**config.mk**
```make
export PLATFORM = sky130hd
export DESIGN_NAME = score_event_arbiter
export DESIGN_NICKNAME = d
export VERILOG_FILES = /design/src/rtl/score_event_arbiter.sv
export SDC_FILE = /design/constraint.sdc
export NUM_CORES = 1
export LEC_CHECK = 0
export CAP_MARGIN = 40
export CORE_ASPECT_RATIO = 1.25
export CORE_UTILIZATION = 34
export CTS_BUF_LIST = sky130_fd_sc_hd__clkbuf_2 sky130_fd_sc_hd__clkbuf_4 sky130_fd_sc_hd__clkbuf_8
export DETAILED_ROUTE_END_ITERATION = 10
export GPL_TIMING_DRIVEN = 0
export PLACE_DENSITY = 0.49
export RECOVER_POWER = 25
export SLEW_MARGIN = 20
export SYNTH_ARGS = -nofsm -noshare
export SYNTH_HDL_FRONTEND = slang
export SYNTH_SLANG_ARGS = --single-unit
```
**constraint.sdc**
```tcl
create_clock -name clk -period 2.45 [get_ports clk]
set_clock_uncertainty 0.05 [all_clocks]
set_input_delay 0.49 -clock clk [delete_from_list [all_inputs] [get_ports clk]]
set_output_delay 0.49 -clock clk [all_outputs]
set_load 0.01 [all_outputs]
```
**src/rtl/score_event_arbiter.sv**
```systemverilog
// Arbitrates diamond/gift/hazard scoring events onto a 2-digit BCD score, one unit per clock.
// Define SCORE_FRAME_GATE_EN to limit each source to one accepted event per frame.
module score_event_arbiter #(
    parameter int unsigned DIAMOND_PTS  = 1,
    parameter int unsigned GIFT_PTS     = 5,
    parameter int unsigned PENALTY_PTS  = 3,
    parameter int unsigned BLANK_CYCLES = 2
) (
    input  logic       clk,
    input  logic       resetN,
    input  logic       diamond_hit_i,
    input  logic       gift_hit_i,
    input  logic       hazard_hit_i,
    input  logic       start_of_frame_i,
    output logic [3:0] score_ones_o,
    output logic [3:0] score_tens_o,
    output logic       level_up_o,
    output logic       busy_o,
    output logic       win_o
);

    typedef enum logic [1:0] {StBlank, StIdle, StStep, StWin} state_e;

    state_e     state_q, state_d;
    logic [2:0] hit_q, rise, accept, grant;
    logic [2:0] pending_q, pending_d;
    logic [3:0] blank_cnt_q, blank_cnt_d;
    logic [3:0] units_q, units_d;
    logic [3:0] ones_q, ones_d, tens_q, tens_d;
    logic       sub_q, sub_d;
    logic       level_up_q, level_up_d;
    logic       win_q, win_d;
    logic       accepting;

    // Bit order throughout: {hazard, gift, diamond}
    assign rise      = {hazard_hit_i, gift_hit_i, diamond_hit_i} & ~hit_q;
    assign accepting = (state_q == StIdle) || (state_q == StStep);

`ifdef SCORE_FRAME_GATE_EN
    logic [2:0] used_q, used_d;

    // A frame strobe coinciding with an event still lets that event in.
    assign accept = accepting ? (rise & (~used_q | {3{start_of_frame_i}})) : 3'b000;
    assign used_d = (used_q & ~{3{start_of_frame_i}}) | accept;

    always_ff @(posedge clk or negedge resetN) begin
        if (!resetN) used_q <= 3'b000;
        else         used_q <= used_d;
    end
`else
    logic unused_sof;

    assign unused_sof = start_of_frame_i;
    assign accept     = accepting ? rise : 3'b000;
`endif

    always_comb begin
        grant = 3'b000;
        if (state_q == StIdle) begin
            if (pending_q[2])      grant = 3'b100;
            else if (pending_q[1]) grant = 3'b010;
            else if (pending_q[0]) grant = 3'b001;
        end
    end

    assign pending_d = accepting ? ((pending_q & ~grant) | accept) : 3'b000;

    always_ff @(posedge clk or negedge resetN) begin
        if (!resetN) begin
            state_q     <= StBlank;
            hit_q       <= 3'b000;
            pending_q   <= 3'b000;
            blank_cnt_q <= 4'd0;
            units_q     <= 4'd0;
            ones_q      <= 4'd0;
            tens_q      <= 4'd0;
            sub_q       <= 1'b0;
            level_up_q  <= 1'b0;
            win_q       <= 1'b0;
        end else begin
            state_q     <= state_d;
            hit_q       <= {hazard_hit_i, gift_hit_i, diamond_hit_i};
            pending_q   <= pending_d;
            blank_cnt_q <= blank_cnt_d;
            units_q     <= units_d;
            ones_q      <= ones_d;
            tens_q      <= tens_d;
            sub_q       <= sub_d;
            level_up_q  <= level_up_d;
            win_q       <= win_d;
        end
    end

    always_comb begin
        state_d     = state_q;
        blank_cnt_d = blank_cnt_q;
        units_d     = units_q;
        sub_d       = sub_q;
        ones_d      = ones_q;
        tens_d      = tens_q;
        level_up_d  = 1'b0;
        win_d       = win_q;
        unique case (state_q)
            StBlank: begin
                if (blank_cnt_q == 4'(BLANK_CYCLES - 1)) state_d = StIdle;
                else                                     blank_cnt_d = blank_cnt_q + 4'd1;
            end
            StIdle: begin
                if (grant != 3'b000) begin
                    state_d = StStep;
                    sub_d   = grant[2];
                    if (grant[2])      units_d = 4'(PENALTY_PTS);
                    else if (grant[1]) units_d = 4'(GIFT_PTS);
                    else               units_d = 4'(DIAMOND_PTS);
                end
            end
            StStep: begin
                units_d = units_q - 4'd1;
                if (sub_q) begin
                    // Floor at 00 drops whatever penalty units remain.
                    if (ones_q == 4'd0 && tens_q == 4'd0) begin
                        state_d = StIdle;
                    end else begin
                        if (ones_q == 4'd0) begin
                            ones_d = 4'd9;
                            tens_d = tens_q - 4'd1;
                        end else begin
                            ones_d = ones_q - 4'd1;
                        end
                        if (units_q == 4'd1 || (tens_q == 4'd0 && ones_q == 4'd1)) state_d = StIdle;
                    end
                end else begin
                    if (ones_q == 4'd9) begin
                        ones_d     = 4'd0;
                        tens_d     = tens_q + 4'd1;
                        level_up_d = 1'b1;
                    end else begin
                        ones_d = ones_q + 4'd1;
                    end
                    if (tens_q == 4'd9 && ones_q == 4'd8) begin
                        win_d   = 1'b1;
                        state_d = StWin;
                    end else if (units_q == 4'd1) begin
                        state_d = StIdle;
                    end
                end
            end
            StWin: ;
            default: state_d = StBlank;
        endcase
    end

    always_comb begin
        score_ones_o = ones_q;
        score_tens_o = tens_q;
        level_up_o   = level_up_q;
        busy_o       = (state_q == StStep);
        win_o        = win_q;
    end

endmodule

```
==> out/results.ini <==
[outcome]
status=complete, no violations

[floorplanning]
dieWidth_um=65.2
row_count=28
start_util=0.356
io_pins=17
coreArea_mm2=0.00476
die_h_um=81.0
die-area_mm2=0.00528

[power_and_ir_drop]
seq_power_share=0.325
switching_share=0.439
p_comb_frac=0.560
leakage_nw=0.817
powerDensity_mw_per_mm2=1180
switchingPower_mw=1.02
irDropWorstVdd_v=0.000416
p_clk_frac=0.115
p_int_mw=1.31

[cts]
cts_tree=built
cts_max_path_buffers=2
clock_latency_ps=280
numClockSinks=27
path_clk_slew_ps=100
ctsHoldBuffers=0
numCtsBuffers=3
htree_levels=1
clockRootBuffer=clkbuf_8
cts_setup_buffers=0
post_cts_resized=0

[sta]
min_period_ps=2240
worst_pin_slew_ps=1480
relSlewSlack=0.0134
max_clock_freq_ghz=0.447
setup_viol=0
hold_viol=0
rsz0062_at_grt=no
drv_slew=0
min_period_over_period=0.913
tns_ps=0

[grt]
grt.overflow.total=0
grt_usage=0.146
grt_max_degree=28
grt_pass1_wl_um=5930
grt_pass1_vias=1305
antenna_found_initial=0

[detailed_routing]
wl_per_cell_um=13.1
drcViolationCount=0
vias=1325
drtIter0Drc=54
via_per_inst=5.20
wl_um=3340
drt_first_pass_iters=4
final_antenna_net_count=0

[hold_path]
hp-class=reg2reg
hold_depth=1
min_from=blank_cnt_q[3]
worstHoldEndpoint=blank_cnt_q[3]

[placement]
place.port_buffers=15
gp_congestion=0.868
dp.final_hpwl_um=2520

[yosys]
syn_area_per_cell_um2=9.64
synth-compound-area-share=0.177
synth_cell_types=49
synth-xor-area-share=0.0465
ys_async_sr_fraction=1.00
synthSimpleGateAreaFrac=0.192
synth_flop_cell=dfrtp_1
synth_cells=176
muxShareOfSynthArea=0.0383
synth.top_cell.area_share=0.398
yosys.area.top_type=dfrtp_1
ys_warn_count=0
synth_area_leaders=dfrtp_1, ha_1, xnor2_1
synth_fa_ha_area_frac=0.0929
ys_ff_latch=27
synth_top_family_by_area=simple AND/OR/NAND/NOR gates
syn-num-nets=194
synth_edf_count=0
ys_seq_area_frac=0.398
syn_area_mm2=0.00170

[worst_setup_path]
cp_data_arrival_time_ps=1700
cp-startpoint=state_q[0]
cp-start-kind=flip-flop
required_ps=1910
r2r-start=state_q[0]
critical_path_class=reg2out
reg2reg_slack_ps=390
worstSetupEndpointType=output pin
r2r_cells=6
reg2reg_to=state_q[1]
cp_max_fo=7

[final_layout]
multi_input_area_um2=927
nets=214
final_common_cell=dfrtp_1
n_fill_cell=486
finish.utilization=0.413
area_growth_pct=15.9
antenna_cells=0
mostFrequentLayoutCells=dfrtp_1, inv_1, clkdlybuf4s50_1, nand2_1, ha_1
register_area_um2=676
layout-drive-gt1-share=0.113

[flow_run]
maxCapViolations=0

==> cells in the mapped netlist, drive strengths merged, types with 3 or more instances <==
| cell type | count |
|---|---|
| or2 | 3 |
| o22ai | 3 |
| dfrtp | 27 |
| and2 | 3 |
| buf | 5 |
| mux2i | 5 |
| a21oi | 10 |
| clkbuf | 3 |
| nor2 | 7 |
| nor3 | 6 |
| nand2b | 5 |
| inv | 15 |
| xnor2 | 8 |
| o21ai | 13 |
| nand3 | 7 |
| nand2 | 12 |
| nor2b | 3 |
| ha | 11 |
==> per-layer routing <==
| layer | track usage | up-vias | share of wire |
|---|---|---|---|
| met1 | 0.180 | 640 | 0.45 |
| met5 | 0 | - | 0 |
| met2 | 0.251 | 21 | 0.50 |
| met3 | 0.0211 | 7 | 0.025 |
| li1 | - | 657 | - |
| met4 | 0.0609 | 0 | 0.024 |
==> registers in the layout (all words and copies together) (netlist names) <==
register,cells
sub_q,1
win_o,1
units_q,4
state_q,2
pending_q,3
score_tens_o,4
score_ones_o,4
hit_q,3
blank_cnt_q,4
level_up_o,1
==> final cells by class <==
type / count / share of cell area
Buffer: 8 / 0.0191
Multi-Input combinational cell: 126 / 0.472
Inverter: 15 / 0.0286
Clock inverter: 1 / 0.00446
Timing Repair Buffer: 15 / 0.0732
Clock buffer: 3 / 0.0210
Tap cell: 60 / 0.0382
Sequential cell: 27 / 0.344
==> power by group through the flow <==
stage | sequential [mW] | combinational (mW) | clock [mW]
after floorplan | 0.749 | 0.949 | 0
final | 0.757 | 1.30 | 0.268
after global placement | 0.759 | 1.28 | 0
after global routing | 0.788 | 1.47 | 0.296
after detailed placement | 0.766 | 1.32 | 0
after CTS | 0.758 | 1.32 | 0.282
==> logic make-up (layout without fill, tap and decap cells) <==
logic type      count (synthesis)  after routing
compound gates                 41             41
mux                             6              6
fa+ha+maj                      12             12
simple gates                   58             58
flops                          27             27
xor+xnor                        9              9
buf+inv                        23             42
==> through the flow <==
stage | setup WS, ps | total power [mW] | area (um^2) | std cells | hold slack (ps)
floorplan | 646 | 1.70 | 1700 | 176 | 144
global placement | 382 | 2.04 | 1920 | 251 | 403
detailed placement | 386 | 2.08 | 1920 | 251 | 406
CTS | 190 | 2.36 | 1970 | 255 | 182
global route | 98.2 | 2.55 | 1970 | 255 | 449
finish | 214 | 2.33 | 1970 | 255 | 422
==> worst max path at each step <==
stage / endpoint / slack, ps / depth (start not counted)
2_1_floorplan: state_q[0] / 650 / 6
3_3_place_gp: units_q[1] / 380 / 1
3_5_place_dp: state_q[1] / 390 / 6
4_1_cts: busy_o / 190 / 3
5_1_grt: busy_o / 100 / 3
6_report: busy_o / 210 / 3
==> worst max-delay path: stages, from the launching register on <==
cell and delay, ps:
dfrtp_1 430, inv_1 110, ha_1 290, clkdlybuf4s50_1 580
(Power assumes the default switching activity.)
